File: config.mk
export PLATFORM = sky130hd
export DESIGN_NAME = debounce_multi
export DESIGN_NICKNAME = d
export VERILOG_FILES = /design/src/rtl/debounce_multi.sv
export SDC_FILE = /design/constraint.sdc
export NUM_CORES = 1
export LEC_CHECK = 0
export ABC_AREA = 1
export CAP_MARGIN = 40
export CORE_MARGIN = 2
export CORE_UTILIZATION = 54
export CTS_CLUSTER_SIZE = 25
export DETAILED_ROUTE_END_ITERATION = 8
export HOLD_SLACK_MARGIN = 0.1
export PLACE_DENSITY = 0.77
export SLEW_MARGIN = 20
export SYNTH_ARGS = -nofsm -noshare
export SYNTH_HDL_FRONTEND = slang
export SYNTH_SLANG_ARGS = --single-unit
File: constraint.sdc
create_clock -name i_clk -period 1.4 [get_ports i_clk]
set_input_delay 0.35 -clock i_clk [delete_from_list [all_inputs] [get_ports i_clk]]
set_output_delay 0.35 -clock i_clk [all_outputs]
set_load 0.01 [all_outputs]
File: src/rtl/debounce_multi.sv
// Multi-channel debouncer: per-channel synchroniser, tick-based stable-time filter,
// edge pulses and a long-press pulse, all sharing one prescaler timebase.
module debounce_multi #(
  parameter int CHANNELS    = 4,
  parameter int SYNC_STAGES = 2,
  parameter int PRESCALE_L2 = 10,
  parameter int CNT_W       = 8
) (
  input  logic                i_clk,
  input  logic                i_rst,
  input  logic [CHANNELS-1:0] i_din,
  input  logic [CNT_W-1:0]    i_threshold,
  input  logic [CNT_W-1:0]    i_hold_threshold,
  output logic [CHANNELS-1:0] o_dout,
  output logic [CHANNELS-1:0] o_onhigh,
  output logic [CHANNELS-1:0] o_onlow,
  output logic [CHANNELS-1:0] o_hold,
  output logic                o_tick
);

  localparam logic [CNT_W-1:0] CNT_MAX = '1;

  logic [PRESCALE_L2-1:0] pre_cnt_reg;
  logic                   tick_reg;

  // Tick is registered off the all-ones state so it lands on the wrap to zero.
  always_ff @(posedge i_clk) begin
    if (i_rst) begin
      pre_cnt_reg <= '0;
      tick_reg    <= 1'b0;
    end else begin
      pre_cnt_reg <= pre_cnt_reg + 1'b1;
      tick_reg    <= &pre_cnt_reg;
    end
  end

  assign o_tick = tick_reg;

  for (genvar gi = 0; gi < CHANNELS; gi++) begin : g_ch
    logic [SYNC_STAGES-1:0] sync_reg;
    logic [CNT_W-1:0]       cnt_reg, cnt_next;
    logic [CNT_W-1:0]       hcnt_reg, hcnt_next;
    logic                   dout_reg, dout_next;
    logic                   onhigh_reg, onhigh_next;
    logic                   onlow_reg, onlow_next;
    logic                   hold_reg, hold_next;
    logic                   raw;

    assign raw = sync_reg[SYNC_STAGES-1];

    always_comb begin
      cnt_next    = cnt_reg;
      dout_next   = dout_reg;
      onhigh_next = 1'b0;
      onlow_next  = 1'b0;
      if (raw == dout_reg) begin
        cnt_next = '0;
      end else if (tick_reg) begin
        // Toggle on the (threshold+1)-th consecutive tick that sees a mismatch.
        if (cnt_reg >= i_threshold) begin
          dout_next   = ~dout_reg;
          cnt_next    = '0;
          onhigh_next = ~dout_reg;
          onlow_next  = dout_reg;
        end else begin
          cnt_next = cnt_reg + 1'b1;
        end
      end
    end

    always_comb begin
      hcnt_next = hcnt_reg;
      hold_next = 1'b0;
      if (!dout_reg) begin
        hcnt_next = '0;
      end else if (tick_reg && (hcnt_reg != CNT_MAX)) begin
        // Saturation stops further transitions, so the pulse fires once per high period.
        hcnt_next = hcnt_reg + 1'b1;
        hold_next = (i_hold_threshold != '0) && (hcnt_next == i_hold_threshold);
      end
    end

    always_ff @(posedge i_clk) begin
      if (i_rst) begin
        sync_reg   <= '0;
        cnt_reg    <= '0;
        hcnt_reg   <= '0;
        dout_reg   <= 1'b0;
        onhigh_reg <= 1'b0;
        onlow_reg  <= 1'b0;
        hold_reg   <= 1'b0;
      end else begin
        sync_reg   <= {sync_reg[SYNC_STAGES-2:0], i_din[gi]};
        cnt_reg    <= cnt_next;
        hcnt_reg   <= hcnt_next;
        dout_reg   <= dout_next;
        onhigh_reg <= onhigh_next;
        onlow_reg  <= onlow_next;
        hold_reg   <= hold_next;
      end
    end

    assign o_dout[gi]   = dout_reg;
    assign o_onhigh[gi] = onhigh_reg;
    assign o_onlow[gi]  = onlow_reg;
    assign o_hold[gi]   = hold_reg;
  end

endmodule

==> results of run 1 <==
timing repair:
item | CTS | global route
gates resized for setup | 127 | 148
buffers inserted | 7 | 13
endpoints found under the setup margin | 64 | 85
pin swaps | 50 | 89
cell usage after synthesis, types with 4 or more instances:
cell type / n / share of area
nand2_1: 218 / 0.14
nor2_1: 123 / 0.079
inv_1: 107 / 0.069
dfxtp_1: 99 / 0.34
nand3_1: 63 / 0.054
a21oi_1: 47 / 0.040
ha_1: 41 / 0.088
o21ai_0: 29 / 0.025
buf_4: 17 / 0.022
xor2_1: 12 / 0.018
nand4_1: 11 / 0.012
o21ai_1: 10 / 0.0086
o21bai_1: 9 / 0.012
inv_2: 8 / 0.0052
nor3_1: 8 / 0.0069
xnor2_1: 6 / 0.0090
a31oi_1: 5 / 0.0054
buf_2: 5 / 0.0043
mux2i_1: 4 / 0.0069
nor2_2: 4 / 0.0043
o21a_1: 4 / 0.0052
or2_1: 4 / 0.0043
power by group:
| part | switching, mW | total [mW] | internal, mW |
|---|---|---|---|
| Combinational | 0.228 | 0.418 | 0.190 |
| Sequential | 0.0136 | 2.84 | 2.82 |
| Clock | 1.10 | 1.75 | 0.653 |
layer usage:
metal,global-route usage,part of all wire,vias to the layer above
met3,0.04237,0.071,41
met4,0.1062,0.029,0
met1,0.3543,0.43,2788
met2,0.4151,0.47,217
li1,-,-,3008
met5,0,0,-
path summary, 6_finish.rpt:
check | startpoint | cells after the start | slack, ns | to
worst max register to register | g_ch[2].cnt_reg[1] | 10 | -0.11 | g_ch[2].dout_reg
worst min-delay path | g_ch[1].sync_reg[0] | 2 | 0.41 | g_ch[1].sync_reg[1]
worst min register to register | g_ch[1].sync_reg[0] | 2 | 0.41 | g_ch[1].sync_reg[1]
worst max-delay path | g_ch[2].cnt_reg[1] | 10 | -0.11 | g_ch[2].dout_reg
logic make-up after synthesis:
family	count (synthesis)	synth area share
xor+xnor	19	0.03094
mux	4	0.006876
flops	99	0.3404
compound gates	112	0.1109
simple gates	441	0.3159
fa+ha+maj	41	0.08810
buf+inv	143	0.1070
worst register-to-register path, stage by stage, from the launching register on:
cell,delay [ns]
dfxtp_2,0.36
ha_4,0.27
inv_1,0.05
nor2_1,0.14
o21bai_1,0.10
nand2_1,0.09
nand2_1,0.07
nand2_2,0.11
nand3_2,0.12
nand2_1,0.08
nor2_1,0.04
cell usage in the layout (no fill, tap or decap), types with 29 or more instances in the layout:
cell type | Yosys | routed
a21oi_1 | 47 | 39
buf_4 | 17 | 104
dfxtp_1 | 99 | 65
dfxtp_2 | 0 | 30
inv_1 | 107 | 91
nand2_1 | 218 | 181
nand2_2 | 3 | 29
nand3_1 | 63 | 50
nor2_1 | 123 | 88
nor2_2 | 4 | 33
per-stage QoR:
step	hold slack (ns)	setup TNS [ns]	cell area, um2	total power [mW]
after floorplan	0.3883	0	5836	3.067
after global placement	0.3920	-34.54	6934	3.239
after detailed placement	0.3979	-37.26	6934	3.248
after CTS	0.4109	-0.4394	7502	4.943
after global routing	0.4340	-7.861	8147	5.165
final	0.4102	-3.047	8147	5.008
cell type report:
| cell class | instances | area [um2] | area share |
|---|---|---|---|
| Inverter | 115 | 454.2 | 0.05575 |
| Clock inverter | 6 | 48.80 | 0.005990 |
| Tap cell | 136 | 170.2 | 0.02089 |
| Multi-Input combinational cell | 617 | 4043 | 0.4962 |
| Sequential cell | 99 | 2034 | 0.2497 |
| Timing Repair Buffer | 154 | 1272 | 0.1562 |
| Clock buffer | 9 | 123.9 | 0.01521 |
==> impl_results.md, run 1 <==
* Worst Hold Class: flop to flop
* Max Cap Violations at 0
* Rows at 37
* Pre-antenna DRT Iters at 5
* Least-Margin Pin Slew at 0.4358 ns
* Crit path launch type: flop
* H-Tree Depth at 3
* Violated checks: setup timing
* RSZ-0062 raised after global routing: yes
* First-pass GRT wire length at around 24,000 um
* Setup Crit Path Kind: flop to flop
* Total gr overflow at 0
* CP Cell Sequence: ha_4, inv_1, nor2_1, o21bai_1, nand2_1, nand2_1, nand2_2, nand3_2, nand2_1, nor2_1
* Leak at 3.534 nW
* Area growth syn-to-layout at 39.90%
* CTS root buffer: clkbuf_8
* Ys Warns at 0
* Maximum VDD drop at 0.4692 mV
* Final period utilization at 1.082
* Later-pin clock latency in the skew report at roughly 0.38 ns
* Die Wd at 107.8 um
* # hold bufs at CTS at 0
* Post-synthesis sequential area ratio at 0.3404
* Placed Cells at 1,102
* Netlist cell types at 38
* DR vias at 6,054
* Status: complete, but fails checks
* Remaining routing DRC violations at 0
* Req. time, crit path at 1.67 ns
* Post-route ant nets at 0
* Nets at around 1,100
* Clk sink count at between 90 and 100
* Final wirelength at 16,830 um
* Max stage delay on crit path at between 0.3 and 0.4 ns
* DP Worst Slack at -0.6970 ns
* Crit end category: flop
* Syn Nets at 922
* Final WS setup at -0.1148 ns
* Fin cells at 1,136
* Post-synthesis async set-or-reset flop share at 0
* Critical path's top delay family: simple AND/OR/NAND/NOR gates
* GPL Wtd Cong at 0.8937
* Cell Area, Synth at 5823 um2
* Final Hold Fails at 0
* Fmax at 660.2 MHz
* Final Core Density at 0.7821
* PortBufs at 38
* DPL Wire Length at 10,350 um
* Routed len/inst at 14.82 um
* Vias per cell at 5.329
* Num CTS Buffers at 9
* Pin count of the biggest net entering global routing at 18
* Crit-path max FO at 3
* Die H at 107.8 um
* Synthesized flop and latch total at ~100
* Initial antenna violation count at 0
* N_diodes at 0
* Syn Inst Count at approximately 860
* Final Critical Period at 1.515 ns
* Average size of a mapped cell at 6.779 um2
* Fill count at between 600 and 700
* Core region area at ~10,000 um2
* Crit path DAT at 1.79 ns
* Initial Util at 0.5590
* Clk buf depth at 2
* GRT Util Overall at 0.2617
* Layout cells sized above 1 at 0.3390
* Clock skew at 0.01062 ns
* Final setup violating endpoints at 44
* IO Pins at 39
* Critical-path top delay cell: dfxtp_2
* PwrDens at 614.7 nW/um2
* CTS tree: yes
* Vias in the first global route at ~5,300
* Die area at 11,630 um2
* CP bufs+invs at 1
* Initial DRC count at 346
* Slew HR at 0.7095
* CTS clk-pin slew, worst paths at 0.11 ns
* EDFF count, synth at 0
* Ys flop type: dfxtp_1
* Most frequent CP cell: nand2_1
* Fin. max-slew vios at 0
Note: power is estimated with default switching activity, not from simulation.
==> run 2, diff against run 1 <==
SLEW_MARGIN = 15   (was 20)
==> results of run 2 <==
Same layout as run 1: the final DEF is identical, and so are final timing and power.
==> run 3, diff against run 2 <==
GPL_TIMING_DRIVEN = 0   (was unset)
==> run 3 against run 2 <==
The flow still finishes with violations (setup timing). Power grew 5.4%. Largest cell class unchanged. Largest power group unchanged. Utilization shrank 0.32 points. Critical path depth grew 1. Non-clock buffer count shrank 20. Via count grew 0.31%. Count of clock-buffer cells in the layout is the same.
==> impl_results.md, run 3 (synthesized netlist as in run 1, its figures left out) <==
* Crit-path max FO at 3
* Clk buf depth at 2
* RSZ-0062 raised after global routing: yes
* Reg-to-reg critical path startpoint: g_ch[3].cnt_reg[0]
* Layout cells sized above 1 at 0.3578
* Later-pin clock latency in the skew report at around 0.41 ns
* Leak at 3.443 nW
* Setup tns final at -5.247 ns
* PortBufs at 37
* Die H at between 100 and 150 um
* Slew HR at 0.7148
* Reg-to-reg slack, setup at -0.21 ns
* Total gr overflow at 0
* HP Start: i_rst
* Final wirelength at 17,250 um
* Violated checks: setup timing
* Remaining routing DRC violations at 0
* Clk sink count at 99
* Multi-input gate area at 4131 um2
* Initial Util at 0.5590
* Setup Crit Path Kind: flop to flop
* Post-place instance area at 6376 um2
* N_diodes at 0
* CTS root buffer: clkbuf_8
* Cells on worst reg2reg path at 11
* Vias in the first global route at 5,195
* Hold slack final at 0.2917 ns
* Maximum VDD drop at roughly 0.75 mV
* Least-Margin Pin Slew at ~0.43 ns
* Max stage delay on crit path at ~0.36 ns
* Design area at 8113 um2
* Crit end category: flop
* Vias per cell at around 5.4
* Critical path's top delay family: simple AND/OR/NAND/NOR gates
* Hold Path End: o_tick
* Fmax at 620.0 MHz
* Crit path launch type: flop
* Max Cap Violations at 0
* Pin count of the biggest net entering global routing at 20
* Final Critical Period at 1.613 ns
* Routed len/inst at about 15 um
* Pre-antenna DRT Iters at 5
* Num CTS Buffers at 9
* Fin cells at 1,117
* Flip-flop and latch area at 2092 um2
* Final period utilization at 1.152
* CTS tree: yes
* CP Cell Sequence: inv_2, ha_4, nand2_2, nor2_1, nor2_1, nand2_2, nand2_2, nand2_4, nand2_4, buf_6, nor3_2
* Commonest non-fill, non-tap cell in the layout: nand2_1
* Final setup violating endpoints at 47
* DPL Wire Length at approximately 9500 um
* Rows at 37
* Most frequent CP cell: nand2_2
* Fill count at 657
* Final Hold Fails at 0
* Placed Cells at ~1,000
* Critical-path top delay cell: dfxtp_2
* DP Worst Slack at -0.7861 ns
* Total power at about 5.3 mW
* Worst R2R End: g_ch[3].onhigh_reg
* Die Wd at between 100 and 150 um
* Post-route ant nets at 0
* Final Core Density at 0.7789
* Fin. max-slew vios at 0
* Die area at 11,630 um2
* Worst Hold Class: primary input to flop
* CTS clk-pin slew, worst paths at around 0.12 ns
* PwrDens at ~650 nW/um2
* Hold path depth at 2
* CP bufs+invs at 2
* Clock skew at about 0.022 ns
* Most frequent cells in the layout: nand2_1, nor2_1, inv_1
* Core region area at 10,420 um2
* Req. time, crit path at between 1.5 and 2 ns
* Crit path DAT at 1.94 ns
* Nets at 1,039
* Final WS setup at -0.2130 ns
* DR vias at 6,073
* Status: complete, but fails checks
* Initial DRC count at 448
* First-pass GRT wire length at 24,030 um
* H-Tree Depth at 3
* Initial antenna violation count at 0
* Area growth syn-to-layout at 39.32%
* GRT Util Overall at 0.2643
* IO Pins at 39
* GPL Wtd Cong at 0.8704
-- run 3: cell types whose count changed in the layout (fill, tap and decap cells not counted), sizes merged, moves of 4 or more --
cell and delta:
buf -9, clkdlybuf4s50 -4, dlygate4sd2 -11, clkbuf +7
-- run 3: power by group --
| group | switching [mW] | internal [mW] |
|---|---|---|
| clock network | 1.20 | 0.879 |
| logic | 0.238 | 0.150 |
| registers | 0.0160 | 2.79 |
-- run 3: worst max-delay path by stage --
stage                             start             endpoint  cells after the start
floorplan           g_ch[0].hcnt_reg[0]  g_ch[0].hcnt_reg[2]                      8
global placement         i_threshold[1]   g_ch[1].cnt_reg[7]                     12
detailed placement       i_threshold[2]   g_ch[1].cnt_reg[6]                     11
CTS                  g_ch[1].cnt_reg[3]   g_ch[1].cnt_reg[4]                      9
global route         g_ch[1].cnt_reg[7]   g_ch[1].cnt_reg[4]                      9
finish               g_ch[3].cnt_reg[0]   g_ch[3].onhigh_reg                     11
-- run 3: layout make-up --
class,count,share of cell area
Clock inverter,7,0.01157
Sequential cell,99,0.2579
Timing Repair Buffer,106,0.1016
Buffer,28,0.02684
Inverter,115,0.05660
Multi-Input combinational cell,617,0.5093
Tap cell,136,0.02097
Clock buffer,9,0.01527
-- run 3: metal layers --
metal	track usage	up-vias	wire [um]
met1	0.3563	2843	7325
met2	0.4155	225	8220
li1	-	2954	-
met4	0.1007	0	533
met3	0.05387	51	1167
met5	0	-	0
-- run 3: what timing repair did --
item                                   CTS  global route
setup endpoints to repair               96            81
endpoints found under the hold margin    0             0
gates resized for setup                204           171
setup buffers                           29            37
hold buffers                             0             0
pin swaps                               42            71
cloned                                   0             3
